`src/rtl/i2c_slave_regs_pkg.sv`:
```
// Shared types and constants for the I2C register target.
// The optional SCL/SDA glitch filter is enabled with I2C_SPIKE_FILTER_EN.
package i2c_pkg;

  typedef enum logic [3:0] {
    S_IDLE,
    S_DEV,
    S_ACK_DEV,
    S_PTR,
    S_ACK_PTR,
    S_WDATA,
    S_ACK_W,
    S_RDATA,
    S_RACK
  } i2c_state_e;

  localparam logic       ACK              = 1'b0;
  localparam logic       NACK             = 1'b1;
  localparam logic [6:0] I2C_DEV_ADDR_DEF = 7'h50;

  function automatic logic maj3(input logic [2:0] v);
    return (v[0] & v[1]) | (v[0] & v[2]) | (v[1] & v[2]);
  endfunction

endpackage

```
`src/rtl/i2c_slave_regs_line_sync.sv`:
```
// One bus line: 2-FF synchroniser, optional 3-sample majority filter
// (I2C_SPIKE_FILTER_EN), and registered-history rise/fall detection.
module i2c_line_sync
  import i2c_pkg::*;
(
  input  logic clk_50M,
  input  logic rst_n,
  input  logic i_line,
  output logic o_lvl,
  output logic o_rise,
  output logic o_fall
);

  logic r_s1, r_s2, r_prev, w_lvl;

  // Idle bus is high, so the sync chain resets high to avoid a false edge.
  always_ff @(posedge clk_50M or negedge rst_n) begin
    if (!rst_n) begin
      r_s1 <= 1'b1;
      r_s2 <= 1'b1;
    end else begin
      r_s1 <= i_line;
      r_s2 <= r_s1;
    end
  end

`ifdef I2C_SPIKE_FILTER_EN
  logic [2:0] r_flt;

  always_ff @(posedge clk_50M or negedge rst_n) begin
    if (!rst_n) r_flt <= 3'b111;
    else        r_flt <= {r_flt[1:0], r_s2};
  end

  assign w_lvl = maj3(r_flt);
`else
  assign w_lvl = r_s2;
`endif

  always_ff @(posedge clk_50M or negedge rst_n) begin
    if (!rst_n) r_prev <= 1'b1;
    else        r_prev <= w_lvl;
  end

  assign o_lvl  = w_lvl;
  assign o_rise = w_lvl & ~r_prev;
  assign o_fall = ~w_lvl & r_prev;

endmodule

```
`src/rtl/i2c_slave_regs.sv`:
```
// I2C target with a byte-wide register file, auto-incrementing pointer and host read port.
// Define I2C_SPIKE_FILTER_EN to add a majority glitch filter on SCL/SDA.
module i2c_slave_regs
  import i2c_pkg::*;
#(
  parameter logic [6:0] DEV_ADDR = I2C_DEV_ADDR_DEF,
  parameter int         ADDR_W   = 4
)(
  input  logic              clk_50M,
  input  logic              rst_n,
  input  logic              scl_i,
  input  logic              sda_i,
  output logic              sda_oe,
  output logic              wr_stb,
  output logic [ADDR_W-1:0] wr_addr,
  output logic [7:0]        wr_data,
  input  logic [ADDR_W-1:0] host_addr,
  output logic [7:0]        host_rdata,
  output logic              busy
);

  localparam int DEPTH = 1 << ADDR_W;

  logic w_scl, w_scl_rise, w_scl_fall;
  logic w_sda, w_sda_rise, w_sda_fall;
  logic w_start, w_stop;

  i2c_line_sync u_scl (
    .clk_50M (clk_50M), .rst_n (rst_n), .i_line (scl_i),
    .o_lvl (w_scl), .o_rise (w_scl_rise), .o_fall (w_scl_fall)
  );

  i2c_line_sync u_sda (
    .clk_50M (clk_50M), .rst_n (rst_n), .i_line (sda_i),
    .o_lvl (w_sda), .o_rise (w_sda_rise), .o_fall (w_sda_fall)
  );

  assign w_start = w_sda_fall & w_scl;
  assign w_stop  = w_sda_rise & w_scl;

  i2c_state_e        r_state, w_state_nxt;
  logic [3:0]        r_bitcnt, w_bitcnt_nxt;
  logic [7:0]        r_shift, w_shift_nxt;
  logic [ADDR_W-1:0] r_ptr, w_ptr_nxt, w_ptr_inc;
  logic              r_sda_oe, w_oe_nxt;
  logic              r_busy, w_busy_nxt;
  logic              r_wr_stb;
  logic [ADDR_W-1:0] r_wr_addr;
  logic [7:0]        r_wr_data;
  logic [7:0]        r_regs [DEPTH];
  logic              w_we;
  logic [7:0]        w_byte, w_rbyte, w_rnext;
  logic              w_last;

  assign w_ptr_inc = r_ptr + ADDR_W'(1);
  assign w_byte    = {r_shift[6:0], w_sda};
  assign w_rbyte   = r_regs[r_ptr];
  assign w_rnext   = r_regs[w_ptr_inc];
  assign w_last    = (r_bitcnt == 4'd7);

  always_comb begin
    w_state_nxt  = r_state;
    w_bitcnt_nxt = r_bitcnt;
    w_shift_nxt  = r_shift;
    w_ptr_nxt    = r_ptr;
    w_oe_nxt     = r_sda_oe;
    w_busy_nxt   = r_busy;
    w_we         = 1'b0;

    if (w_start) begin
      w_state_nxt  = S_DEV;
      w_bitcnt_nxt = 4'd0;
    end else if (w_stop) begin
      w_state_nxt = S_IDLE;
      w_oe_nxt    = 1'b0;
      w_busy_nxt  = 1'b0;
    end else begin
      case (r_state)
        S_DEV, S_PTR, S_WDATA: begin
          if (w_scl_rise) begin
            w_shift_nxt  = w_byte;
            w_bitcnt_nxt = r_bitcnt + 4'd1;
            if (w_last) begin
              w_bitcnt_nxt = 4'd0;
              if (r_state == S_DEV) begin
                if (w_byte[7:1] == DEV_ADDR) begin
                  w_state_nxt = S_ACK_DEV;
                  w_busy_nxt  = 1'b1;
                end else begin
                  w_state_nxt = S_IDLE;
                  w_busy_nxt  = 1'b0;
                end
              end else if (r_state == S_PTR) begin
                w_ptr_nxt   = w_byte[ADDR_W-1:0];
                w_state_nxt = S_ACK_PTR;
              end else begin
                w_we        = 1'b1;
                w_ptr_nxt   = w_ptr_inc;
                w_state_nxt = S_ACK_W;
              end
            end
          end
        end

        // First fall after the 8th bit starts the ACK pulse, the next fall ends it.
        S_ACK_DEV, S_ACK_PTR, S_ACK_W: begin
          if (w_scl_fall) begin
            if (!r_sda_oe) begin
              w_oe_nxt = 1'b1;
            end else begin
              w_oe_nxt     = 1'b0;
              w_bitcnt_nxt = 4'd0;
              if (r_state == S_ACK_DEV && r_shift[0]) begin
                // Read: the fall ending the ACK also presents the first data bit.
                w_oe_nxt     = ~w_rbyte[7];
                w_shift_nxt  = {w_rbyte[6:0], 1'b0};
                w_bitcnt_nxt = 4'd1;
                w_state_nxt  = S_RDATA;
              end else if (r_state == S_ACK_DEV) begin
                w_state_nxt = S_PTR;
              end else begin
                w_state_nxt = S_WDATA;
              end
            end
          end
        end

        S_RDATA: begin
          if (w_scl_fall) begin
            if (r_bitcnt == 4'd8) begin
              w_oe_nxt    = 1'b0;
              w_state_nxt = S_RACK;
            end else begin
              w_oe_nxt     = ~r_shift[7];
              w_shift_nxt  = {r_shift[6:0], 1'b0};
              w_bitcnt_nxt = r_bitcnt + 4'd1;
            end
          end
        end

        S_RACK: begin
          if (w_scl_rise) begin
            if (w_sda == NACK) begin
              w_state_nxt = S_IDLE;
              w_oe_nxt    = 1'b0;
              w_busy_nxt  = 1'b0;
            end else begin
              w_ptr_nxt    = w_ptr_inc;
              w_shift_nxt  = w_rnext;
              w_bitcnt_nxt = 4'd0;
              w_state_nxt  = S_RDATA;
            end
          end
        end

        default: ;
      endcase
    end
  end

  always_ff @(posedge clk_50M or negedge rst_n) begin
    if (!rst_n) begin
      r_state   <= S_IDLE;
      r_bitcnt  <= '0;
      r_shift   <= '0;
      r_ptr     <= '0;
      r_sda_oe  <= 1'b0;
      r_busy    <= 1'b0;
      r_wr_stb  <= 1'b0;
      r_wr_addr <= '0;
      r_wr_data <= '0;
      for (int i = 0; i < DEPTH; i++) r_regs[i] <= '0;
    end else begin
      r_state  <= w_state_nxt;
      r_bitcnt <= w_bitcnt_nxt;
      r_shift  <= w_shift_nxt;
      r_ptr    <= w_ptr_nxt;
      r_sda_oe <= w_oe_nxt;
      r_busy   <= w_busy_nxt;
      r_wr_stb <= w_we;
      if (w_we) begin
        r_wr_addr      <= r_ptr;
        r_wr_data      <= w_byte;
        r_regs[r_ptr]  <= w_byte;
      end
    end
  end

  assign sda_oe     = r_sda_oe;
  assign busy       = r_busy;
  assign wr_stb     = r_wr_stb;
  assign wr_addr    = r_wr_addr;
  assign wr_data    = r_wr_data;
  assign host_rdata = r_regs[host_addr];

endmodule

```
`config.mk`:
```
export PLATFORM = sky130hd
export DESIGN_NAME = i2c_slave_regs
export DESIGN_NICKNAME = d
export VERILOG_FILES = /design/src/rtl/i2c_slave_regs_pkg.sv /design/src/rtl/i2c_slave_regs_line_sync.sv /design/src/rtl/i2c_slave_regs.sv
export SDC_FILE = /design/constraint.sdc
export NUM_CORES = 1
export LEC_CHECK = 0
export BUFFER_PORTS_ARGS = -buffer_cell sky130_fd_sc_hd__buf_2
export CORE_MARGIN = 1
export CORE_UTILIZATION = 62
export DETAILED_ROUTE_END_ITERATION = 8
export MAX_ROUTING_LAYER = met4
export PLACE_DENSITY = 0.88
export REMOVE_ABC_BUFFERS = 1
export SLEW_MARGIN = 20
export SYNTH_ARGS = -nofsm -noshare
export SYNTH_HDL_FRONTEND = slang
export SYNTH_SLANG_ARGS = --single-unit
```
`constraint.sdc`:
```
create_clock -name clk_50M -period 4 [get_ports clk_50M]
set_input_delay 0.4 -clock clk_50M [delete_from_list [all_inputs] [get_ports clk_50M]]
set_output_delay 0.4 -clock clk_50M [all_outputs]
set_load 0.01 [all_outputs]
```
* Word-level counts from Yosys, hierarchy flattened
Cells that the tools add are included.
W data, S select, Z words.
** Operators by class
- $add $sub $neg :: 2
- Magnitude comparators :: 4
- Equal/unequal tests :: 43
- Multiplexer cells :: 78
- Bitwise operators :: 17
- Reductions and logical operators :: 16
** Operator list (number)
- $bwmux W128 :: 1
- $mux W8 :: 15
- $mux W4 :: 26
- $bmux W8 S4 :: 3
- $demux W8 S4 :: 1
- $pmux W4 S4 :: 2
- $pmux W8 S4 :: 1
- $ne A3 B2 Y1 const B :: 9
- $mux W1 :: 21
- $eq A4 B3 Y1 const B :: 5
- $ne A4 B3 Y1 const B :: 4
- $reduce_and A8 Y1 :: 2
- $ge A5 B5 Y1 const B :: 3
- $ne A3 B3 Y1 const B :: 5
- $not A4 Y5 :: 3
- $ne A2 B2 Y1 const B :: 7
- $ne A4 B4 Y1 const B :: 3
- $reduce_and A11 Y1 :: 1
- $mux W3 :: 3
- $reduce_and A9 Y1 :: 1
- $add A4 B1 Y4 const B :: 2
- $eq A4 B2 Y1 const B :: 2
- $eq A4 B4 Y1 const B :: 2
- $ne A2 B1 Y1 const B :: 4
- 18 further kinds :: 34
** Word-level totals
- Register bits after elaboration :: 169
- Input port bits :: 8
- Output and inout port bits :: 23
- Word-level logic and storage cells :: 191

* Longest topological paths before layout
- Depth after elaboration :: 10
- Gate-level depth with buffers :: 14
- Mapped depth without buffers :: 8

* Cells and area by module
Synthesis repeated with hierarchy kept, for this count alone.
** Unflattened totals
- Cell total of the unflattened synthesis :: 730
- Area, all modules :: 10288.6 µm²
** Modules (own cells, without submodules)
- i2c_slave_regs :: times used 1, cells an instance 720, area each 10100.9 µm², seq. area each 4078.9 µm²
- i2c_line_sync :: times used 2, cells an instance 5, area each 93.8 µm², seq. area each 78.8 µm²

* Worst setup path before layout
OpenSTA, ideal clock, no wires.
- Path kind :: reg-to-reg
- From :: reg r_ptr[1]
- To :: reg r_shift[4]
- Setup time :: 125 ps
- Arrival :: 3313 ps
- Data required time :: 3875 ps
- Path slack :: 562 ps
- Cell stages (with the launch flop) :: 14
- Path buffers :: 6
- Period minus slack after synthesis :: 3438 ps
- Cell sequence :: dfrtp_1 -> buf_2 -> buf_2 -> clkbuf_1 -> inv_1 -> ha_1 -> buf_2 -> buf_6 -> buf_2 -> mux4_2 -> mux4_2 -> nand2_1 -> nand4_1 -> mux2_2
** On the way
- Word-level cells in the longest chain between the ends :: 8
- Elaborated cells between the ends (all ways) :: 15
- Those cells by class :: 1 x add/sub; 12 x mux; 2 x bitwise
** Ends and longest elaborated chain
- start, declared :: line i2c_slave_regs.sv:44 : logic [ADDR_W-1:0] r_ptr, w_ptr_nxt, w_ptr_inc;
- start signal, assigned :: line i2c_slave_regs.sv:177 : r_ptr <= w_ptr_nxt;
- $add A4 B1 Y4 or $not A4 Y5 (tied branches) :: line i2c_slave_regs.sv:55, i2c_slave_regs.sv:57
- $not A4 Y5 (implied by the code) or $bmux W8 S4 (tied branches) :: line i2c_slave_regs.sv:58, i2c_slave_regs.sv:57
- $bmux W8 S4 or $mux W8 (tied branches) :: line i2c_slave_regs.sv:58, i2c_slave_regs.sv:57
- $mux W8, on equally long branches :: line i2c_slave_regs.sv:58, i2c_slave_regs.sv:57
- $mux W8, on equally long branches :: line i2c_slave_regs.sv:58, i2c_slave_regs.sv:113
- $mux W8, on equally long branches :: line i2c_slave_regs.sv:143, i2c_slave_regs.sv:108
- $mux W8, on equally long branches :: line i2c_slave_regs.sv:142, i2c_slave_regs.sv:107
- $pmux W8 S4 (*) :: line i2c_slave_regs.sv:78 : case (r_state)
- end signal, assigned :: line i2c_slave_regs.sv:176 : r_shift <= w_shift_nxt;
- end, declared :: line i2c_slave_regs.sv:43 : logic [7:0] r_shift, w_shift_nxt;
Every way passes the cells marked *; elsewhere a longest branch is shown, timed or not. The select of a mux whose other input is x is not followed.
A chain may end at the register's enable or synchronous reset.

* Final worst setup path
- From :: reg r_ptr[0]
- To :: reg r_shift[3]
The elaborated chain is that of the path after synthesis.

==> flow_summary.ini <==
[place]
gp_congestion = 0.9321
io_buffers = 30
dpl_cell_area_sq_mm = 0.01049
dpl_worst_slack_ns = 0.8273
hpwlAfterDp_um = 17100

[drt]
dr_wl_met2_um = 13160
drt_first_pass_iters = 5
drc = 0
wl_per_cell_um = 28.85
routed_wl_um = 27090
wl_met3_um = 2645
wl_met1_um = 9894
vias_per_cell = 7.412
num_vias = 6960
antenna_left = 0
dr.first_iter.drc_count = 753
highest_layer = met4

[layout]
final_area_sq_mm = 0.01115
layout.nets = 724
areaGrowthSynthToFinish_pct = 9.578
antenna_cells = 0
drive_above_1_share = 0.5201

[yosys]
synth_cell_types = 61
synth_warnings = 0
synthFlopType = dfrtp_1
synthesis.area_sq_mm = 0.01018
avgSynthCellArea_sq_um = 14.50
ys_ff_latch = 169
async_flop_share = 1.000
synth-edff-count = 0
synth_cells = 702
yosysSeqAreaShare = 0.4163

[clocking]
cts-root-buf = clkbuf_16
clkLatencyLatePin_ns = 0.44
cts-resized-gates = 0
post_cts_buffers = 0
clock_path_buffers = 2
cts_tree = built
h-tree-depth = 4
cts_made_buffers = 17
cts.reportedPaths.clkPinSlew_ns = 0.07
cts_hold_buf = 0
clock_sinks = 169

[grt]
antenna_found_initial = 0
grt_pass1_wl_um = 43080
grt_max_degree = 96
grtUsageTotal = 0.3665
grt_pass1_vias = 7269
grt-ovfl-total = 0

[critical_path]
crit_start = r_ptr[0]$_DFFE_PN0P_
arrival_ns = 3.58
startpoint_type = register
path_class = register to register
crit_path_end_kind = register
critical_path_peak_fanout = 30
worstPathRequired_ns = 4.32
regToRegStartpoint = r_ptr[0]$_DFFE_PN0P_

[timing]
slew_violations = 0
period_minus_slack_ns = 3.260
hold_viol = 0
tightest_slew_ns = 1.154
timing.hold.ws_ns = 0.05187
tns_ns = 0
post-route-period-util = 0.8149
slew_headroom = 0.2307
max_freq_ghz = 0.3068
setup_violations = 0
worst_slack_ns = 0.7402
fin_skew_ns = 0.009045
rsz0062_at_grt = false

[die]
coreArea_sq_mm = 0.01594
dieArea_sq_mm = 0.01693
top_level_ports = 31
die_x_um = 130.1
initial_utilization = 0.6383
rows = 46
die_height_um = 130.1

[power]
irDropWorstVdd_mv = 0.4262
leakagePower_nw = 4.987
power.density_mw_per_mm2 = 516.7

[min_path]
hold_path_class = primary input to async pin

[flow_run]
cap_violations = 0

[status]
status = completed
## worst max-delay path, cell delays in order (launching register included)
cell     delay (ns)
dfrtp_4        0.72
inv_1          0.20
ha_2           0.37
buf_4          0.30
mux4_2         0.53
mux4_2         0.48
nand2_1        0.11
nand4_1        0.11
mux2_2         0.29
## where the power goes
part | internal [mW] | leakage [nW] | switching (mW) | total, mW
Sequential | 1.79 | 2.32 | 0.273 | 2.06
Combinational | 0.764 | 2.35 | 1.10 | 1.87
Clock | 1.10 | 0.317 | 0.737 | 1.84
Total | 3.65 | 4.99 | 2.11 | 5.76
## layout by cell type (no fill, tap or decap), types with 5 or more instances in the layout
master	n
nand3_1	10
inv_1	8
nand2_1	34
buf_4	23
a21oi_1	10
nand4_1	6
mux2_2	147
mux2_1	5
buf_2	29
mux4_2	112
o21ai_0	16
clkbuf_16	17
nor2b_1	6
nor2_1	17
a22oi_1	13
dfrtp_1	161
ha_1	5
dfstp_2	6
nand3_4	8
## cell usage after synthesis, types with 3 or more instances
cell,n,area share
mux2_2,147,0.16
buf_2,25,0.012
clkbuf_1,27,0.010
nand2_1,34,0.013
ha_1,6,0.0074
a21oi_1,10,0.0049
nand3_4,8,0.014
dfrtp_1,163,0.40
nand3b_1,3,0.0022
nand2b_1,3,0.0018
dfstp_2,6,0.015
mux4_2,112,0.25
nor2_1,17,0.0063
nor4b_1,3,0.0026
mux2_1,5,0.0055
mux2i_1,4,0.0039
a22oi_1,13,0.0096
nor3b_1,4,0.0030
nand4_1,6,0.0037
buf_4,3,0.0022
nor3_1,3,0.0015
nand3_2,4,0.0039
buf_1,6,0.0022
nand3_1,10,0.0049
nand4_2,4,0.0049
nor2b_1,6,0.0037
and2_1,3,0.0018
inv_1,8,0.0030
o21ai_0,16,0.0079
## layout make-up
| cell class | count | area [sq um] |
|---|---|---|
| tap | 216 | 270.3 |
| clock buffer | 19 | 452.9 |
| multi-input combinational | 461 | 5623 |
| clock inverter | 13 | 203.9 |
| fill | 1055 | 4792 |
| inverter | 8 | 30.03 |
| timing repair buffer | 53 | 329.1 |
| sequential | 169 | 4242 |
## layer usage
layer  vias up  track usage
met4         0       0.1970
li1       2793            -
met5         -            -
met3       104      0.08323
met1      3595       0.4682
met2       468       0.5507
## metrics by stage
step	power (mW)	utilization	std cells
finish	5.761	0.6994	939
detailed placement	3.930	0.6582	907
global placement	3.879	0.6582	907
CTS	5.755	0.6994	939
floorplan	3.301	-	638
global route	6.000	0.6994	939
## cell families (layout without fill, tap and decap cells)
| kind of cell | Yosys count | after routing | share of synthesized area |
|---|---|---|---|
| xor+xnor | 3 | 3 | 0.002583 |
| compound gates | 64 | 64 | 0.04254 |
| flops | 169 | 169 | 0.4163 |
| simple gates | 120 | 120 | 0.07783 |
| buf+inv | 72 | 93 | 0.03332 |
| fa+ha+maj | 6 | 6 | 0.007377 |
| mux | 268 | 268 | 0.4200 |
## path summary, 6_finish.rpt
path	cells after the start	to	slack, ns
min in group clk_50M	1	u_sda.r_s1$_DFF_PN1_	0.06
worst min register to register	0	u_sda.o_lvl$_DFF_PN1_	0.36
worst max register to register	8	r_shift[3]$_DFFE_PN0P_	0.74
max in group asynchronous	2	r_regs[61]$_DFFE_PN0P_	2.86
worst max-delay path	8	r_shift[3]$_DFFE_PN0P_	0.74
worst min-delay path	1	r_regs[89]$_DFFE_PN0P_	0.05
## sequential cells by signal, indices dropped and copies added (netlist names), 4 cells and up
name	count
r_shift	8
wr_data	8
wr_addr	4
r_ptr	4
r_regs	128
r_bitcnt	4
r_state	4
Note: power is estimated with default switching activity, not from simulation.
